## src/rtl/alu_pkg.sv

```systemverilog
// Shared constants for the ALU issue controller: op codes, aluop encodings,
// funct7 patterns, the FSM state type and the base funct3 op map.
package alu_pkg;

  localparam logic [4:0] ALU_AND    = 5'b00000;
  localparam logic [4:0] ALU_OR     = 5'b00001;
  localparam logic [4:0] ALU_ADD    = 5'b00010;
  localparam logic [4:0] ALU_XOR    = 5'b00011;
  localparam logic [4:0] ALU_SLL    = 5'b00100;
  localparam logic [4:0] ALU_SRL    = 5'b00101;
  localparam logic [4:0] ALU_SUB    = 5'b00110;
  localparam logic [4:0] ALU_SRA    = 5'b00111;
  localparam logic [4:0] ALU_SLT    = 5'b01000;
  localparam logic [4:0] ALU_SLTU   = 5'b01001;
  localparam logic [4:0] ALU_MUL    = 5'b10000;
  localparam logic [4:0] ALU_MULH   = 5'b10001;
  localparam logic [4:0] ALU_MULHSU = 5'b10010;
  localparam logic [4:0] ALU_MULHU  = 5'b10011;
  localparam logic [4:0] ALU_DIV    = 5'b10100;
  localparam logic [4:0] ALU_DIVU   = 5'b10101;
  localparam logic [4:0] ALU_REM    = 5'b10110;
  localparam logic [4:0] ALU_REMU   = 5'b10111;

  localparam logic [1:0] ALUOP_MEM = 2'b00;
  localparam logic [1:0] ALUOP_BR  = 2'b01;
  localparam logic [1:0] ALUOP_R   = 2'b10;
  localparam logic [1:0] ALUOP_I   = 2'b11;

  localparam logic [6:0] F7_BASE = 7'b0000000;
  localparam logic [6:0] F7_ALT  = 7'b0100000;
  localparam logic [6:0] F7_MEXT = 7'b0000001;

  typedef enum logic {
    ST_IDLE,
    ST_MD_WAIT
  } alu_state_t;

  function automatic logic [4:0] base_op(input logic [2:0] funct3);
    logic [4:0] op;
    case (funct3)
      3'b000:  op = ALU_ADD;
      3'b001:  op = ALU_SLL;
      3'b010:  op = ALU_SLT;
      3'b011:  op = ALU_SLTU;
      3'b100:  op = ALU_XOR;
      3'b101:  op = ALU_SRL;
      3'b110:  op = ALU_OR;
      default: op = ALU_AND;
    endcase
    return op;
  endfunction

endpackage

```

## src/rtl/alu_op_decode.sv

```systemverilog
// Combinational decode of {aluop, funct7, funct3} into an ALU op code.
// M-extension decode is present only when ALU_ISSUE_MEXT_EN is defined.
module alu_op_decode
  import alu_pkg::*;
(
  input  logic [1:0] aluop,
  input  logic [6:0] funct7,
  input  logic [2:0] funct3,
  output logic [4:0] op,
  output logic       illegal,
  output logic       is_md
);

  always_comb begin
    op      = ALU_ADD;
    illegal = 1'b0;
    is_md   = 1'b0;
    case (aluop)
      ALUOP_MEM: op = ALU_ADD;
      ALUOP_BR:  op = ALU_SUB;
      ALUOP_R: begin
        if (funct7 == F7_BASE) begin
          op = base_op(funct3);
        end else if (funct7 == F7_ALT && funct3 == 3'b000) begin
          op = ALU_SUB;
        end else if (funct7 == F7_ALT && funct3 == 3'b101) begin
          op = ALU_SRA;
`ifdef ALU_ISSUE_MEXT_EN
        end else if (funct7 == F7_MEXT) begin
          op    = {2'b10, funct3};
          is_md = 1'b1;
`endif
        end else begin
          illegal = 1'b1;
        end
      end
      default: begin
        // I-type: funct7 is really imm[11:5], meaningful only for shifts
        case (funct3)
          3'b001: begin
            if (funct7 == F7_BASE) op = ALU_SLL;
            else                   illegal = 1'b1;
          end
          3'b101: begin
            if (funct7 == F7_BASE)     op = ALU_SRL;
            else if (funct7 == F7_ALT) op = ALU_SRA;
            else                       illegal = 1'b1;
          end
          default: op = base_op(funct3);
        endcase
      end
    endcase
  end

endmodule

```

## src/rtl/alu_issue_ctrl.sv

```systemverilog
// Registered, handshaked ALU control decoder with optional mul/div issue.
// Define ALU_ISSUE_MEXT_EN to enable M-extension issue, MD_WAIT and the timeout.
//
//  state      | meaning
//  ST_IDLE    | accepting requests; output register drains via out_ready
//  ST_MD_WAIT | mul/div op issued, waiting for md_done or timeout
module alu_issue_ctrl
  import alu_pkg::*;
#(
  parameter int OPW        = 5,
  parameter int MD_TIMEOUT = 64
) (
  input  logic           clk,
  input  logic           rst_n,
  input  logic           flush,
  input  logic           in_valid,
  output logic           in_ready,
  input  logic [1:0]     aluop,
  input  logic [6:0]     funct7,
  input  logic [2:0]     funct3,
  output logic           out_valid,
  input  logic           out_ready,
  output logic [OPW-1:0] aluoperation,
  output logic           illegal,
  output logic           md_timeout,
  output logic           md_start,
  output logic [2:0]     md_op,
  input  logic           md_done
);

  logic [4:0] dec_op;
  logic       dec_illegal;
  logic       dec_is_md;

  alu_op_decode u_dec (
    .aluop   (aluop),
    .funct7  (funct7),
    .funct3  (funct3),
    .op      (dec_op),
    .illegal (dec_illegal),
    .is_md   (dec_is_md)
  );

  alu_state_t     state_q, state_d;
  logic           out_valid_q, out_valid_d;
  logic [OPW-1:0] aluop_q, aluop_d;
  logic           illegal_q, illegal_d;
  logic           accept;

`ifdef ALU_ISSUE_MEXT_EN
  localparam int CNT_W = $clog2(MD_TIMEOUT + 1);
  localparam logic [CNT_W-1:0] CNT_MAX = CNT_W'(MD_TIMEOUT);

  logic [CNT_W-1:0] cnt_q, cnt_d;
  logic             md_start_q, md_start_d;
  logic [2:0]       md_op_q, md_op_d;
  logic             md_timeout_q, md_timeout_d;
`else
  logic unused_md;
  assign unused_md = dec_is_md ^ md_done ^ (MD_TIMEOUT > 0);
`endif

  assign in_ready = (state_q == ST_IDLE) && (!out_valid_q || out_ready) && !flush;
  assign accept   = in_valid && in_ready;

  always_comb begin
    state_d      = state_q;
    out_valid_d  = out_valid_q;
    aluop_d      = aluop_q;
    illegal_d    = illegal_q;
`ifdef ALU_ISSUE_MEXT_EN
    cnt_d        = cnt_q;
    md_start_d   = 1'b0;
    md_op_d      = md_op_q;
    md_timeout_d = md_timeout_q;
`endif
    if (flush) begin
      state_d     = ST_IDLE;
      out_valid_d = 1'b0;
      illegal_d   = 1'b0;
`ifdef ALU_ISSUE_MEXT_EN
      cnt_d        = '0;
      md_timeout_d = 1'b0;
`endif
    end else begin
      if (out_valid_q && out_ready) out_valid_d = 1'b0;
      case (state_q)
        ST_IDLE: begin
          if (accept) begin
`ifdef ALU_ISSUE_MEXT_EN
            if (dec_is_md) begin
              state_d    = ST_MD_WAIT;
              md_start_d = 1'b1;
              md_op_d    = funct3;
              cnt_d      = '0;
            end else begin
              md_timeout_d = 1'b0;
`else
            begin
`endif
              out_valid_d = 1'b1;
              aluop_d     = OPW'(dec_op);
              illegal_d   = dec_illegal;
            end
          end
        end
`ifdef ALU_ISSUE_MEXT_EN
        ST_MD_WAIT: begin
          // md_done on the expiry cycle takes precedence over the timeout
          if (md_done || cnt_q == CNT_MAX) begin
            state_d      = ST_IDLE;
            out_valid_d  = 1'b1;
            aluop_d      = OPW'({2'b10, md_op_q});
            illegal_d    = 1'b0;
            md_timeout_d = !md_done;
          end else begin
            cnt_d = cnt_q + CNT_W'(1);
          end
        end
`endif
        default: state_d = ST_IDLE;
      endcase
    end
  end

  always_ff @(posedge clk or negedge rst_n) begin
    if (!rst_n) begin
      state_q      <= ST_IDLE;
      out_valid_q  <= 1'b0;
      aluop_q      <= '0;
      illegal_q    <= 1'b0;
`ifdef ALU_ISSUE_MEXT_EN
      cnt_q        <= '0;
      md_start_q   <= 1'b0;
      md_op_q      <= 3'b000;
      md_timeout_q <= 1'b0;
`endif
    end else begin
      state_q      <= state_d;
      out_valid_q  <= out_valid_d;
      aluop_q      <= aluop_d;
      illegal_q    <= illegal_d;
`ifdef ALU_ISSUE_MEXT_EN
      cnt_q        <= cnt_d;
      md_start_q   <= md_start_d;
      md_op_q      <= md_op_d;
      md_timeout_q <= md_timeout_d;
`endif
    end
  end

  assign out_valid    = out_valid_q;
  assign aluoperation = aluop_q;
  assign illegal      = illegal_q;

`ifdef ALU_ISSUE_MEXT_EN
  assign md_start   = md_start_q;
  assign md_op      = md_op_q;
  assign md_timeout = md_timeout_q;
`else
  assign md_start   = 1'b0;
  assign md_op      = 3'b000;
  assign md_timeout = 1'b0;
`endif

endmodule

```

## config.mk

```make
export PLATFORM = sky130hd
export DESIGN_NAME = alu_issue_ctrl
export DESIGN_NICKNAME = d
export VERILOG_FILES = /design/src/rtl/alu_pkg.sv /design/src/rtl/alu_op_decode.sv /design/src/rtl/alu_issue_ctrl.sv
export SDC_FILE = /design/constraint.sdc
export NUM_CORES = 1
export LEC_CHECK = 0
export CAP_MARGIN = 15
export CORE_MARGIN = 2
export CORE_UTILIZATION = 35
export DETAILED_ROUTE_END_ITERATION = 10
export PLACE_DENSITY_LB_ADDON = 0.12
export SLEW_MARGIN = 0
export SYNTH_ARGS = -nofsm -noshare
export SYNTH_HDL_FRONTEND = slang
export SYNTH_SLANG_ARGS = --single-unit
```

## constraint.sdc

```tcl
create_clock -name clk -period 1.7 [get_ports clk]
set_input_delay 0.34 -clock clk [delete_from_list [all_inputs] [get_ports clk]]
set_output_delay 0.34 -clock clk [all_outputs]
set_load 0.05 [all_outputs]
```

==> results of run 1 <==
## power by group through the flow
stage	combinational (uW)	sequential, uW	clock, uW
after global routing	235	160	152
final	219	159	138
after CTS	221	159	145
after floorplan	93.4	199	0
after detailed placement	221	161	0
after global placement	219	161	0
## sequential cells by signal (all words and copies together), names as in the netlist
name / flops
aluoperation: 4
illegal: 1
out_valid: 1
## worst paths after layout
path / from / slack [ns] / end
min: rst_n / 0.33 / aluoperation[1]$_DFFE_PN0P_
min in group clk: aluoperation[3]$_DFFE_PN0P_ / 0.49 / aluoperation[3]$_DFFE_PN0P_
min reg2reg: aluoperation[3]$_DFFE_PN0P_ / 0.49 / aluoperation[3]$_DFFE_PN0P_
max: funct7[1] / 0.09 / aluoperation[2]$_DFFE_PN0P_
max in group asynchronous: rst_n / 1.16 / illegal$_DFFE_PN0P_
max reg2reg: out_valid$_DFFE_PN0P_ / 0.38 / aluoperation[2]$_DFFE_PN0P_
## through the flow
step / hold slack [ns] / cells / setup slack (ns) / util [%] / cell area (sq um)
floorplan: 0.04441 / 62 / 0.03737 / - / 511.7
global placement: 0.4755 / 104 / -0.2725 / 60.96 / 793.3
detailed placement: 0.4820 / 104 / -0.2690 / 60.96 / 793.3
CTS: 0.3347 / 107 / 0.009808 / 62.69 / 815.8
global route: 0.3604 / 107 / 0.007304 / 63.46 / 825.8
finish: 0.3301 / 107 / 0.08554 / 63.46 / 825.8
## cell type report
type	count	area, sq um	share of cell area (%)
Timing Repair Buffer	35	322.8	39.09
Multi-Input combinational cell	47	307.8	37.27
Sequential cell	6	150.1	18.18
Clock buffer	3	22.52	2.727
Tap cell	15	18.77	2.273
Inverter	1	3.754	0.4545
## routing by layer
| metal | wire [microns] | global-route usage, % | up-vias |
|---|---|---|---|
| met4 | 21 | 8.871 | 0 |
| met5 | 0 | 0 | - |
| met1 | 494 | 18.83 | 232 |
| met2 | 563 | 25.00 | 22 |
| li1 | - | - | 266 |
| met3 | 86 | 5.435 | 2 |
## repair_timing
| action | 4_1_cts | 5_1_grt |
|---|---|---|
| gates resized for setup | 0 | 4 |
| pin swaps | 3 | 3 |
| endpoints found under the setup margin | 1 | 3 |
## synthesized netlist by cell type, drive strengths merged (2+ instances only)
cell type	instances	area share, %
nand2b	3	3.9
and3	2	2.6
dfrtp	6	31
nor3b	2	4.1
nand2	4	3.1
nor2	7	5.4
nor2b	3	3.9
clkbuf	2	1.5
buf	6	9.3
o211ai	2	3.1
## critical path, stage by stage
cell             delay [ns]
clkdlybuf4s50_1        0.39
or4_4                  0.46
o41ai_2                0.33
and3_1                 0.19
a221o_1                0.10
## cell families (layout without fill, tap and decap cells)
group,Yosys count,in the layout,synth area share (%)
AND/OR/NAND/NOR,26,26,29.90
AO/OA/AOI/OAI,12,12,21.13
buffers and inverters,9,39,11.60
flip-flops,6,6,30.93
XOR/XNOR,2,2,3.609
other,1,6,0.7725
multiplexers,1,1,2.062
==> impl_metrics.yaml, run 1 <==
sta:
  post-route-min-period_ns: 1.614
  fin_skew_ns: 0.0003032
  fmax_mhz: 619.4
  fin_tns_setup_ns: 0
  setup_viol: 0
  grt_setup_unrepaired: "false"
  final_max_slew_viol_count: 0
  period_share_pct: 94.97
  finalHoldViolations: 0
layout:
  layout_common_cells: "buf_4 (18), clkdlybuf4s50_1 (13), conb_1 (6), dfrtp_1 (6), nor2_1 (5)"
  diodes: 0
  mostFrequentLayoutCell: "buf_4"
  num-nets-final: 112
  areaGrowthSynthToFinish_pct: 70.10
  n_fill_cell: 124
  layout-drive-gt1-share_pct: 30.43
place:
  port_buffers: 23
  place.gp.congestion: 0.8664
  dp_hpwl_microns: 960.9
setup_path:
  critPathKind: "in -> reg"
  end_kind: "flop"
  required_ns: 1.89
  arrival_ns: 1.80
  crit_path_start_kind: "primary input"
  r2r_cells: 5
  critPathMaxFanout: 4
yosys:
  synth_top_flop_cell: "dfrtp_1"
  yosysSeqAreaShare_pct: 30.93
  synth_cell_types: 31
  synth-edff-count: 0
  syn_inst: 57
  syn_area_sq_um: 485.5
  ys_ff_latch: 6
  avgSynthCellArea_sq_um: 8.517
  synthArstFlopShare_pct: 100.0
  yosysWarnings: 0
global_route:
  grt_max_degree: 9
  grt_pass1_vias: 452
  grt_pass1_wl_mm: 1.725
  gr-usage-all-layers_pct: 15.96
  antenna_found_initial: 0
  overflow: 0
clock_tree:
  clockBufferDepth: 2
  cts.clk_slew.worst_paths_ns: 0.05
  cts.sink_count: 6
  post-cts-setup-buffers: 0
  tritoncts: "yes"
  hold_buffers: 0
  clk_latency_ns: 0.25
  numCtsBuffers: 3
  htree_levels: 1
  clockRootBuffer: "clkbuf_4"
floorplan:
  core_sq_um: 1301
  initial_core_util_pct: 37.31
  die_area_sq_um: 1701
  die_h_microns: 41.25
  fp.dieW_microns: 41.25
  num_rows: 13
  pin_count: 31
drt:
  vias: 522
  drc_errors: 0
  drt_iter0_markers: 1
  dr.pass1.iters: 4
  wl_mm: 1.164
  avgViaCountPerCell: 4.879
  wl_per_cell_microns: 10.88
  ant_nets: 0
power_and_ir_drop:
  peakVddDrop_mv: 0.2540
  internal_power_uw: 328.5
  p_switching_uw: 188.7
  seqPwrFrac_pct: 30.8
  p_comb_share_pct: 42.4
  p_leak_uw: 0.0004024
  power_uw: 517.1
  p_clk_share_pct: 26.8
  cellPowerDensity_nw_per_um2: 626.2
  swShare_pct: 36.48
run_status:
  status: "finished clean"
worst_hold_path:
  hold_class: "in -> async"
run:
  drv_cap: 0
Power figures use the tool's default switching activity.
==> inputs of run 2 (changes only) <==
--- a/config.mk
+++ b/config.mk
@@ -5,11 +5,13 @@
 export SDC_FILE = /design/constraint.sdc
 export NUM_CORES = 1
 export LEC_CHECK = 0
+export ABC_AREA = 1
 export CAP_MARGIN = 15
 export CORE_MARGIN = 2
-export CORE_UTILIZATION = 35
+export CORE_UTILIZATION = 36
 export DETAILED_ROUTE_END_ITERATION = 10
 export PLACE_DENSITY_LB_ADDON = 0.12
+export RECOVER_POWER = 25
 export SLEW_MARGIN = 0
 export SYNTH_ARGS = -nofsm -noshare
 export SYNTH_HDL_FRONTEND = slang
==> impl_metrics.yaml, run 2 <==
sta:
  setup_ws_ns: 0.1080
  post-route-min-period_ns: 1.592
  fmax_mhz: 628.1
  period_share_pct: 93.65
  finalHoldViolations: 0
  final_max_slew_viol_count: 0
  setup_viol: 0
  grt_setup_unrepaired: "false"
  fin_tns_setup_ns: 0
  fin_skew_ns: 0.006105
yosys:
  synth_top_area_cell: "dfrtp_1"
  yosysWarnings: 0
  synth_top_area_share_pct: 28.17
  yosysMostFrequentCell: "nand2_1"
  synthMuxAreaShare_pct: 0
  syn_inst: 84
  synthSimpleGateAreaFrac_pct: 35.92
  avgSynthCellArea_sq_um: 6.345
  yosysSeqAreaShare_pct: 28.17
  synth_top_flop_cell: "dfrtp_1"
  synthArstFlopShare_pct: 100.0
  synthTopCellsByArea: "dfrtp_1 (28%), nand2_1 (18%), buf_4 (8.5%)"
  synth_compound_area_share_pct: 16.90
  synth_fa_ha_area_share_pct: 0
  synth_cell_types: 19
  synth_top_family_by_area: "simple AND/OR/NAND/NOR gates"
  synth_xor_area_share_pct: 0
  synth_commonest_cells: "nand2_1 (25), inv_1 (12), nor2_1 (8)"
  ys_ff_latch: 6
  synth-edff-count: 0
  syn_area_sq_um: 533.0
drt:
  drt_iter0_markers: 6
  dr.pass1.iters: 4
  avgViaCountPerCell: 4.608
  drc_errors: 0
  wl_per_cell_microns: 8.936
  wl_mm: 1.117
  vias: 576
  ant_nets: 0
layout:
  layout_common_cells: "nand2_1 (25), clkdlybuf4s50_1 (15), inv_1 (12)"
  areaGrowthSynthToFinish_pct: 46.95
  largest_reg_flops: 4
  mostFrequentLayoutCell: "nand2_1"
  multi_input_area_sq_um: 306.5
  diodes: 0
  num-nets-final: 130
  seq_area_sq_um: 150.1
  layout-drive-gt1-share_pct: 18.18
  n_fill_cell: 137
run:
  drv_cap: 0
global_route:
  overflow: 0
  grt_max_degree: 8
  grt_pass1_wl_mm: 1.856
  gr-usage-all-layers_pct: 13.68
  grt_pass1_vias: 503
  top_usage_layer: "met2"
  grtUsageMet1_pct: 17.68
  antenna_found_initial: 0
  grtUsageMet2_pct: 20.31
  grt_use_met3_pct: 5.172
clock_tree:
  clockBufferDepth: 2
  cts.clk_slew.worst_paths_ns: 0.05
  tritoncts: "yes"
  post-cts-setup-buffers: 0
  clk_latency_ns: 0.25
  numCtsBuffers: 3
  hold_buffers: 0
  clockRootBuffer: "clkbuf_4"
  cts.sink_count: 6
  htree_levels: 1
  cts-resized-gates: 0
worst_hold_path:
  hold_class: "in -> async"
setup_path:
  crit_start: "out_ready"
  rr_endpoint: "aluoperation[2]$_DFFE_PN0P_"
  crit-reg2reg-launch: "out_valid$_DFFE_PN0P_"
  arrival_ns: 1.25
  r2r_cells: 6
  endpoint: "in_ready"
  crit_path_start_kind: "primary input"
  end_kind: "output pin"
  reg2reg_slack_ns: 0.49
  critPathKind: "in -> out"
  required_ns: 1.36
  critPathMaxFanout: 2
place:
  dp_slack_ns: 0.02400
  port_buffers: 23
  dp_hpwl_microns: 940.4
  place.gp.congestion: 0.7566
floorplan:
  die_area_sq_um: 1805
  pin_count: 31
  num_rows: 13
  initial_core_util_pct: 39.48
  core_sq_um: 1350
  fp.dieW_microns: 42.48
  die_h_microns: 42.48
power_and_ir_drop:
  p_leak_uw: 0.0004027
  power_uw: 500.5
  peakVddDrop_mv: 0.4993
  cellPowerDensity_nw_per_um2: 638.9
run_status:
  status: "finished clean"
-- run 2: cell count changes after synthesis, moves of 3 or more --
| cell | change |
|---|---|
| nand2_1 | +21 |
| o21ai_0 | +3 |
| nand2b_1 | -3 |
| nor2b_1 | -3 |
| inv_1 | +11 |
| a21oi_1 | +6 |
-- run 2: worst max-delay path: stages --
cell	delay, ns
clkdlybuf4s50_1	0.46
inv_1	0.04
nand2_1	0.06
inv_1	0.08
nor2_2	0.13
buf_12	0.15
-- run 2: cell type report --
class	count	area share (%)
clock buffers	3	2.875
inverters	14	6.709
multi-input cells	63	39.14
flip-flops and latches	6	19.17
well taps	15	2.396
repair buffers	24	29.71
-- run 2: worst min-delay path by stage --
stage                                 from                          end  cells after the start
5_1_grt                              rst_n        out_valid$_DFFE_PN0P_                      1
3_5_place_dp   aluoperation[0]$_DFFE_PN0P_  aluoperation[0]$_DFFE_PN0P_                      2
6_report                             rst_n  aluoperation[1]$_DFFE_PN0P_                      1
2_1_floorplan                        rst_n  aluoperation[0]$_DFFE_PN0P_                      0
4_1_cts                              rst_n        out_valid$_DFFE_PN0P_                      1
3_3_place_gp           illegal$_DFFE_PN0P_          illegal$_DFFE_PN0P_                      2
-- run 2: logic make-up after synthesis --
kind of cell,after synthesis
compound gates,16
buf+inv,20
flops,6
other cells,1
simple gates,41
-- run 2: routing by layer --
metal	up-vias	routed length, microns
met5	-	0
met4	0	8
met3	2	101
met2	28	474
met1	244	533
li1	302	-
-- run 2: where the power goes --
part	internal (uW)	leakage (uW)	switching, uW
Combinational	75.4	0.000314	130
Sequential	155	0.0000747	5.44
Clock	80.1	0.0000138	54.8
Total	310	0.000403	190
-- run 2: through the flow --
| step | area, sq um | util [%] | instances | hold slack (ns) |
|---|---|---|---|---|
| 2_1_floorplan | 554.3 | - | 89 | 0.04441 |
| 3_3_place_gp | 760.7 | 56.35 | 122 | 0.4736 |
| 3_5_place_dp | 760.7 | 56.35 | 122 | 0.4747 |
| 4_1_cts | 783.3 | 58.02 | 125 | 0.3231 |
| 5_1_grt | 783.3 | 58.02 | 125 | 0.4014 |
| 6_report | 783.3 | 58.02 | 125 | 0.3928 |
==> inputs of run 3 (changes only) <==
--- a/config.mk
+++ b/config.mk
@@ -9,7 +9,9 @@
 export CAP_MARGIN = 15
 export CORE_MARGIN = 2
 export CORE_UTILIZATION = 36
+export CTS_CLUSTER_DIAMETER = 100
 export DETAILED_ROUTE_END_ITERATION = 10
+export GPL_TIMING_DRIVEN = 1
 export PLACE_DENSITY_LB_ADDON = 0.12
 export RECOVER_POWER = 25
 export SLEW_MARGIN = 0
==> results of run 3 <==
No change in the layout: final DEF, timing and power equal those of run 2.
